--- config.mk ---
export PLATFORM = sky130hd
export DESIGN_NAME = gpu_mem_responder
export DESIGN_NICKNAME = d
export VERILOG_FILES = /design/src/rtl/gpu_mem_responder.sv
export SDC_FILE = /design/constraint.sdc
export NUM_CORES = 1
export LEC_CHECK = 0
export CORE_UTILIZATION = 25
export CTS_CLUSTER_SIZE = 14
export DETAILED_ROUTE_END_ITERATION = 16
export SLEW_MARGIN = 20
export SYNTH_ARGS = -nofsm -noshare
export SYNTH_HDL_FRONTEND = slang
export SYNTH_SLANG_ARGS = --single-unit
export TNS_END_PERCENT = 30
--- constraint.sdc ---
create_clock -name clk -period 8.4 [get_ports clk]
set_input_delay 1.68 -clock clk [delete_from_list [all_inputs] [get_ports clk]]
set_output_delay 1.68 -clock clk [all_outputs]
set_load 0.05 [all_outputs]
--- src/rtl/gpu_mem_responder.sv ---
// VRAM block responder: PIXEL2VRAM/FILL block writes, 8-beat read and write bursts.
// Optional build macro GPU_MEM_SKIP_MASKED_EN skips fully masked PIXEL2VRAM beats.
module gpu_mem_responder (
  input  logic         clk,
  input  logic         i_nrst,
  input  logic [2:0]   i_command,
  input  logic         i_commandValid,
  output logic         o_commandReady,
  input  logic [14:0]  i_blockAdr,
  input  logic [255:0] i_pixels,
  input  logic [15:0]  i_pixelMask,
  input  logic [15:0]  i_fillColor,
  input  logic [31:0]  i_wrData,
  input  logic         i_wrValid,
  output logic         o_wrReady,
  output logic [31:0]  o_rdData,
  output logic         o_rdValid,
  output logic [17:0]  o_memAdr,
  output logic         o_memWrite,
  output logic         o_memRead,
  output logic [3:0]   o_memByteEn,
  output logic [31:0]  o_memWData,
  input  logic         i_memBusy,
  input  logic [31:0]  i_memRData,
  input  logic         i_memRValid,
  output logic         o_busy,
  output logic [2:0]   o_dbgState
);

  localparam logic [2:0] CMD_PIXEL2VRAM = 3'b001;
  localparam logic [2:0] CMD_FILL       = 3'b010;
  localparam logic [2:0] CMD_RDBURST    = 3'b011;
  localparam logic [2:0] CMD_WRBURST    = 3'b100;

  typedef enum logic [2:0] {
    S_IDLE      = 3'd0,
    S_WR_BLOCK  = 3'd1,
    S_RD_REQ    = 3'd2,
    S_RD_WAIT   = 3'd3,
    S_WR_STREAM = 3'd4
  } state_t;

  state_t         r_state, w_state_nxt;
  logic [2:0]     r_cmd;
  logic [14:0]    r_adr;
  logic [255:0]   r_pixels;
  logic [15:0]    r_mask;
  logic [15:0]    r_color;
  logic [2:0]     r_beat, w_beat_nxt;
  logic [3:0]     r_rcnt;
  logic [31:0]    r_rdData;
  logic           r_rdValid;
  logic           w_accept;
  logic           w_rv;
  logic [3:0]     w_rcnt_next;
  logic [1:0]     w_beat_mask;

`ifdef GPU_MEM_SKIP_MASKED_EN
  logic [7:0]     w_in_pairs;
  logic [7:0]     w_eff_pairs;
  logic [3:0]     w_first;
  logic [3:0]     w_next;

  // Lowest set pair index at or above start; 8 means none left.
  function automatic logic [3:0] find_from(input logic [7:0] pairs, input logic [3:0] start);
    logic [3:0] res;
    res = 4'd8;
    for (int i = 7; i >= 0; i--) begin
      if (pairs[i] && (4'(i) >= start)) res = 4'(i);
    end
    return res;
  endfunction

  always_comb begin
    for (int k = 0; k < 8; k++) begin
      w_in_pairs[k]  = i_pixelMask[2*k] | i_pixelMask[2*k+1];
      w_eff_pairs[k] = (r_cmd == CMD_FILL) | r_mask[2*k] | r_mask[2*k+1];
    end
  end
  assign w_first = find_from(w_in_pairs, 4'd0);
  assign w_next  = find_from(w_eff_pairs, {1'b0, r_beat} + 4'd1);
`endif

  assign o_commandReady = (r_state == S_IDLE) && i_nrst;
  assign o_busy         = (r_state != S_IDLE);
  assign o_dbgState     = r_state;
  assign o_rdData       = r_rdData;
  assign o_rdValid      = r_rdValid;
  assign w_accept       = i_commandValid && o_commandReady;
  // Returns count from the first read request onward, not only after RD_REQ ends.
  assign w_rv           = i_memRValid && ((r_state == S_RD_REQ) || (r_state == S_RD_WAIT));
  assign w_rcnt_next    = r_rcnt + {3'b000, w_rv};
  assign w_beat_mask    = r_mask[{r_beat, 1'b0} +: 2];

  always_comb begin
    w_state_nxt = r_state;
    w_beat_nxt  = r_beat;
    o_memAdr    = 18'd0;
    o_memWrite  = 1'b0;
    o_memRead   = 1'b0;
    o_memByteEn = 4'd0;
    o_memWData  = 32'd0;
    o_wrReady   = 1'b0;
    case (r_state)
      S_IDLE: begin
        if (w_accept) begin
          w_beat_nxt = 3'd0;
          case (i_command)
            CMD_PIXEL2VRAM: begin
`ifdef GPU_MEM_SKIP_MASKED_EN
              if (!w_first[3]) begin
                w_state_nxt = S_WR_BLOCK;
                w_beat_nxt  = w_first[2:0];
              end
`else
              w_state_nxt = S_WR_BLOCK;
`endif
            end
            CMD_FILL:    w_state_nxt = S_WR_BLOCK;
            CMD_RDBURST: w_state_nxt = S_RD_REQ;
            CMD_WRBURST: w_state_nxt = S_WR_STREAM;
            default:     w_state_nxt = S_IDLE;
          endcase
        end
      end
      S_WR_BLOCK: begin
        o_memWrite = 1'b1;
        o_memAdr   = {r_adr, r_beat};
        if (r_cmd == CMD_FILL) begin
          o_memWData  = {r_color, r_color};
          o_memByteEn = 4'hF;
        end else begin
          o_memWData  = r_pixels[{r_beat, 5'b00000} +: 32];
          o_memByteEn = {{2{w_beat_mask[1]}}, {2{w_beat_mask[0]}}};
        end
        if (!i_memBusy) begin
`ifdef GPU_MEM_SKIP_MASKED_EN
          if (w_next[3]) begin
            w_state_nxt = S_IDLE;
            w_beat_nxt  = 3'd0;
          end else begin
            w_beat_nxt  = w_next[2:0];
          end
`else
          w_beat_nxt = r_beat + 3'd1;
          if (r_beat == 3'd7) w_state_nxt = S_IDLE;
`endif
        end
      end
      S_RD_REQ: begin
        o_memRead = 1'b1;
        o_memAdr  = {r_adr, r_beat};
        if (!i_memBusy) begin
          w_beat_nxt = r_beat + 3'd1;
          if (r_beat == 3'd7) w_state_nxt = (w_rcnt_next == 4'd8) ? S_IDLE : S_RD_WAIT;
        end
      end
      S_RD_WAIT: begin
        if (w_rcnt_next == 4'd8) w_state_nxt = S_IDLE;
      end
      S_WR_STREAM: begin
        o_memWrite  = i_wrValid;
        o_memAdr    = {r_adr, r_beat};
        o_memWData  = i_wrData;
        o_memByteEn = 4'hF;
        o_wrReady   = !i_memBusy;
        if (i_wrValid && !i_memBusy) begin
          w_beat_nxt = r_beat + 3'd1;
          if (r_beat == 3'd7) w_state_nxt = S_IDLE;
        end
      end
      default: w_state_nxt = S_IDLE;
    endcase
  end

  always_ff @(posedge clk or negedge i_nrst) begin
    if (!i_nrst) begin
      r_state   <= S_IDLE;
      r_cmd     <= 3'd0;
      r_adr     <= 15'd0;
      r_pixels  <= 256'd0;
      r_mask    <= 16'd0;
      r_color   <= 16'd0;
      r_beat    <= 3'd0;
      r_rcnt    <= 4'd0;
      r_rdValid <= 1'b0;
      r_rdData  <= 32'd0;
    end else begin
      r_state   <= w_state_nxt;
      r_beat    <= w_beat_nxt;
      r_rdValid <= w_rv;
      if (w_rv) r_rdData <= i_memRData;
      if (w_accept) begin
        r_cmd    <= i_command;
        r_adr    <= i_blockAdr;
        r_pixels <= i_pixels;
        r_mask   <= i_pixelMask;
        r_color  <= i_fillColor;
        r_rcnt   <= 4'd0;
      end else if (w_rv) begin
        r_rcnt   <= w_rcnt_next;
      end
    end
  end

endmodule

==> summary.md <==
| Metric | Value |
|---|---|
| Status | `finished clean` |
| Worst Path Buf+Inv | `2` |
| Post-CTS Setup Repair Bufs | `0` |
| CP Data Arrival Time | `4.04 ns` |
| Routed WL | `57.0 mm` |
| Synthesized net count | `1519` |
| Largest area contributor in the netlist | `dfrtp_1` |
| Clock latency on the worst-skew pair | `0.56 ns` |
| Adder-cell area share of the yosys netlist | `0.00287` |
| Hold buffer count at CTS | `0` |
| Vias in the first global route | `12200` |
| Vias | `11100` |
| Ys Warns | `0` |
| GRT Total Usage | `0.159` |
| Root buf cell | `clkbuf_16` |
| CP endpoint kind | `primary output` |
| CP delay by family, top | `buffers and inverters` |
| DIE AREA | `70700 sq um` |
| Grt ovf | `0` |
| Largest family of logic cells by synthesized area | `multiplexers` |
| Min cycle time layout | `5.72 ns` |
| Max-cap check violation count | `0` |
| Row cnt | `96` |
| Post-synth EDFFs | `0` |
| Skew final | `0.0148 ns` |
| Final setup fails | `0` |
| PortBufs | `470` |
| CTS Buffer Depth | `3` |
| FFs w/ async S/R, synth | `1.00` |
| Max IR drop VDD | `0.000214 V` |
| Synth top area share | `0.501` |
| PnR worst setup slack | `2.68 ns` |
| Ordered cell list for the critical path | `buf_4 -> mux4_2 -> nand2_1 -> a31oi_1 -> a21o_1 -> clkdlybuf4s50_1` |
| Cell Area, Synth | `17400 sq um` |
| DR vias/cell | `4.34` |
| Inst Count DP | `2473` |
| Fmax | `175 MHz` |
| CTS resizes | `0` |
| Post-route antenna net violation count | `0` |
| Clock Sinks | `349` |
| Rel. slew slack | `0.260` |
| CTS tree | `done` |
| Initial core utilization | `0.253` |
| Hpwl dp | `41.8 mm` |
| Worst Hold Class | `flop to flop` |
| Worst-path fanout max | `43` |
| Startpoint Class | `flop` |
| CP max stage delay | `0.93 ns` |
| Io pins | `471` |
| Slowest-stage cell, CP | `dfrtp_4` |
| Finished Core Util | `0.349` |
| Synth unique cells | `39` |
| Multi-input combinational cell area | `7790 sq um` |
| Post-Route Setup TNS | `0 ns` |
| Synth Register Bits | `349` |
| Critical path class | `flop to primary output` |
| DP Worst Slack | `3.20 ns` |
| DRT Pass-1 Iters | `6` |
| Core area | `68800 sq um` |
| Reg area | `8740 sq um` |
| Pin count of the biggest net entering global routing | `157` |
| Avg Cell Area, Syn | `15.3 sq um` |
| Main synth FF type | `dfrtp_1` |
| Post-DR wirelength/cell | `22.3 um` |
| Max-slew violation count | `0` |
| Power Dens Cells | `382 nW/um^2` |
| Fin. Hold Viols | `0` |
| CTS H-tree lvls | `2` |
| Tcrit/Tclk final | `0.681` |
| Number of fill cells | `6595` |
| Post-synthesis cell count | `1139` |
| Nets | `1966` |
| Clk slew on worst S/H paths | `0.06 ns` |
| First-pass GRT wire length | `82.5 mm` |
| LEAKAGE | `10.4 nW` |
| Chip width | `266 um` |
| Initial antenna violation count | `12` |
| Multiplexer share of the synthesized area | `0.352` |
| Initial DRC Count | `551` |
| Synth top area cells | `dfrtp_1 (50%), mux2_4 (25%), mux4_2 (8.8%), nand2_1 (3.8%), buf_12 (3.7%)` |
| Final non-filler cell total | `2552` |
| Layout cell share with drive strength beyond 1 | `0.285` |
| XOR/XNOR Fraction of Synth Area | `0.00251` |
| Simple-gate area share of the yosys netlist | `0.0531` |
| Compound-gate portion of the synthesized area | `0.0358` |
| Cts bufs inserted | `42` |
| Unrepaired setup endpoints after global routing | `false` |
| Die Y | `266 um` |
| P&R area growth vs syn | `38.0%` |
| Sequential area share after synthesis | `0.501` |
| Least-Margin Pin Slew | `1.10 ns` |
| Required @ worst endpoint | `6.72 ns` |
| Drc violations | `0` |
| GP Congestion | `0.792` |
-- sequential cells by signal (all words and copies together) (netlist names) --
signal	count
o_dbgState	3
o_rdData	32
o_rdValid	1
r_adr	15
r_beat	3
r_cmd	3
r_color	16
r_mask	16
r_pixels	256
r_rcnt	4
-- metal layers --
layer	wire length, um	vias up	GRT usage
met1	23500	5657	0.200
met3	4080	71	0.0391
li1	-	4978	-
met2	28300	365	0.272
met5	71	-	0
met4	1010	12	0.0384
-- where the power goes --
group | internal, mW | leakage (nW) | total [mW] | switching [mW]
clock | 1.15 | 0.701 | 1.90 | 0.743
combinational | 2.17 | 5.51 | 4.21 | 2.04
sequential | 2.52 | 4.15 | 3.07 | 0.549
-- final timing paths --
path,from,end,slack (ns),cells after the start
max,r_beat[2],o_memWData[18],2.68,6
min,o_rdData[14],o_rdData[14],0.47,2
max reg2reg,o_dbgState[1],o_dbgState[2],4.54,10
min reg2reg,o_rdData[14],o_rdData[14],0.47,2
max in group asynchronous,i_nrst,o_rdData[16],5.28,3
min in group asynchronous,i_nrst,r_pixels[90],1.11,1
-- cell type report --
class                      count  area share
multi-input combinational    703       0.324
tap                          931      0.0485
clock inverter                13     0.00744
antenna                        8    0.000833
clock buffer                  58      0.0518
inverter                       6    0.000937
sequential                   349       0.364
timing repair buffer         484       0.203
-- layout by cell type, fill, tap and decap left out, drive strengths merged, types with 2 or more instances in the layout --
cell,instances
dfrtp,349
nor2,7
nand2,176
xor2,4
clkbuf,58
nor2b,3
a21o,35
ha,4
mux2i,4
a21oi,6
bufinv,4
mux4,68
clkinv,8
buf,15
nand3,3
or3,3
a31oi,33
o21ai,18
mux2,309
and2,20
nor3,2
diode,8
clkdlybuf4s50,469
inv,6
-- cell families after synthesis --
family | count (synthesis)
xor gates and xnor gates | 5
buffers and inverters | 87
adders and majority gates | 4
muxes | 381
DFF | 349
and+or+nand+nor | 217
AOI/OAI and AO/OA | 96
-- through the flow --
stage	area, sq um	power, mW	hold slack, ns
after floorplan	17400	5.99	0.452
after global placement	22600	7.31	0.460
after detailed placement	22600	7.38	0.462
final	24000	9.18	0.473
after global routing	24000	9.68	0.496
after CTS	24000	9.36	0.476
-- Yosys cell counts (all sizes together), types with 2 or more instances --
cell type  count
dfrtp        349
nor2b          3
nand2        176
inv            5
nor3           2
mux2i          4
a31oi         33
o21ai         18
or3            3
and2          20
mux2         309
buf           54
ha             4
mux4          68
clkbuf        27
nand3          3
nor2           7
xor2           4
a21o          35
a21oi          6
-- worst register-to-register path, cell delays in order (launching register included) --
cell,delay (ns)
dfrtp_1,0.50
nor2b_1,0.22
nand2_1,0.14
clkinv_1,0.77
ha_1,0.57
ha_1,0.22
xor2_1,0.16
or3_1,0.33
o211a_1,0.23
nor3_2,0.23
mux2_2,0.38
Note: power is estimated with default switching activity, not from simulation.
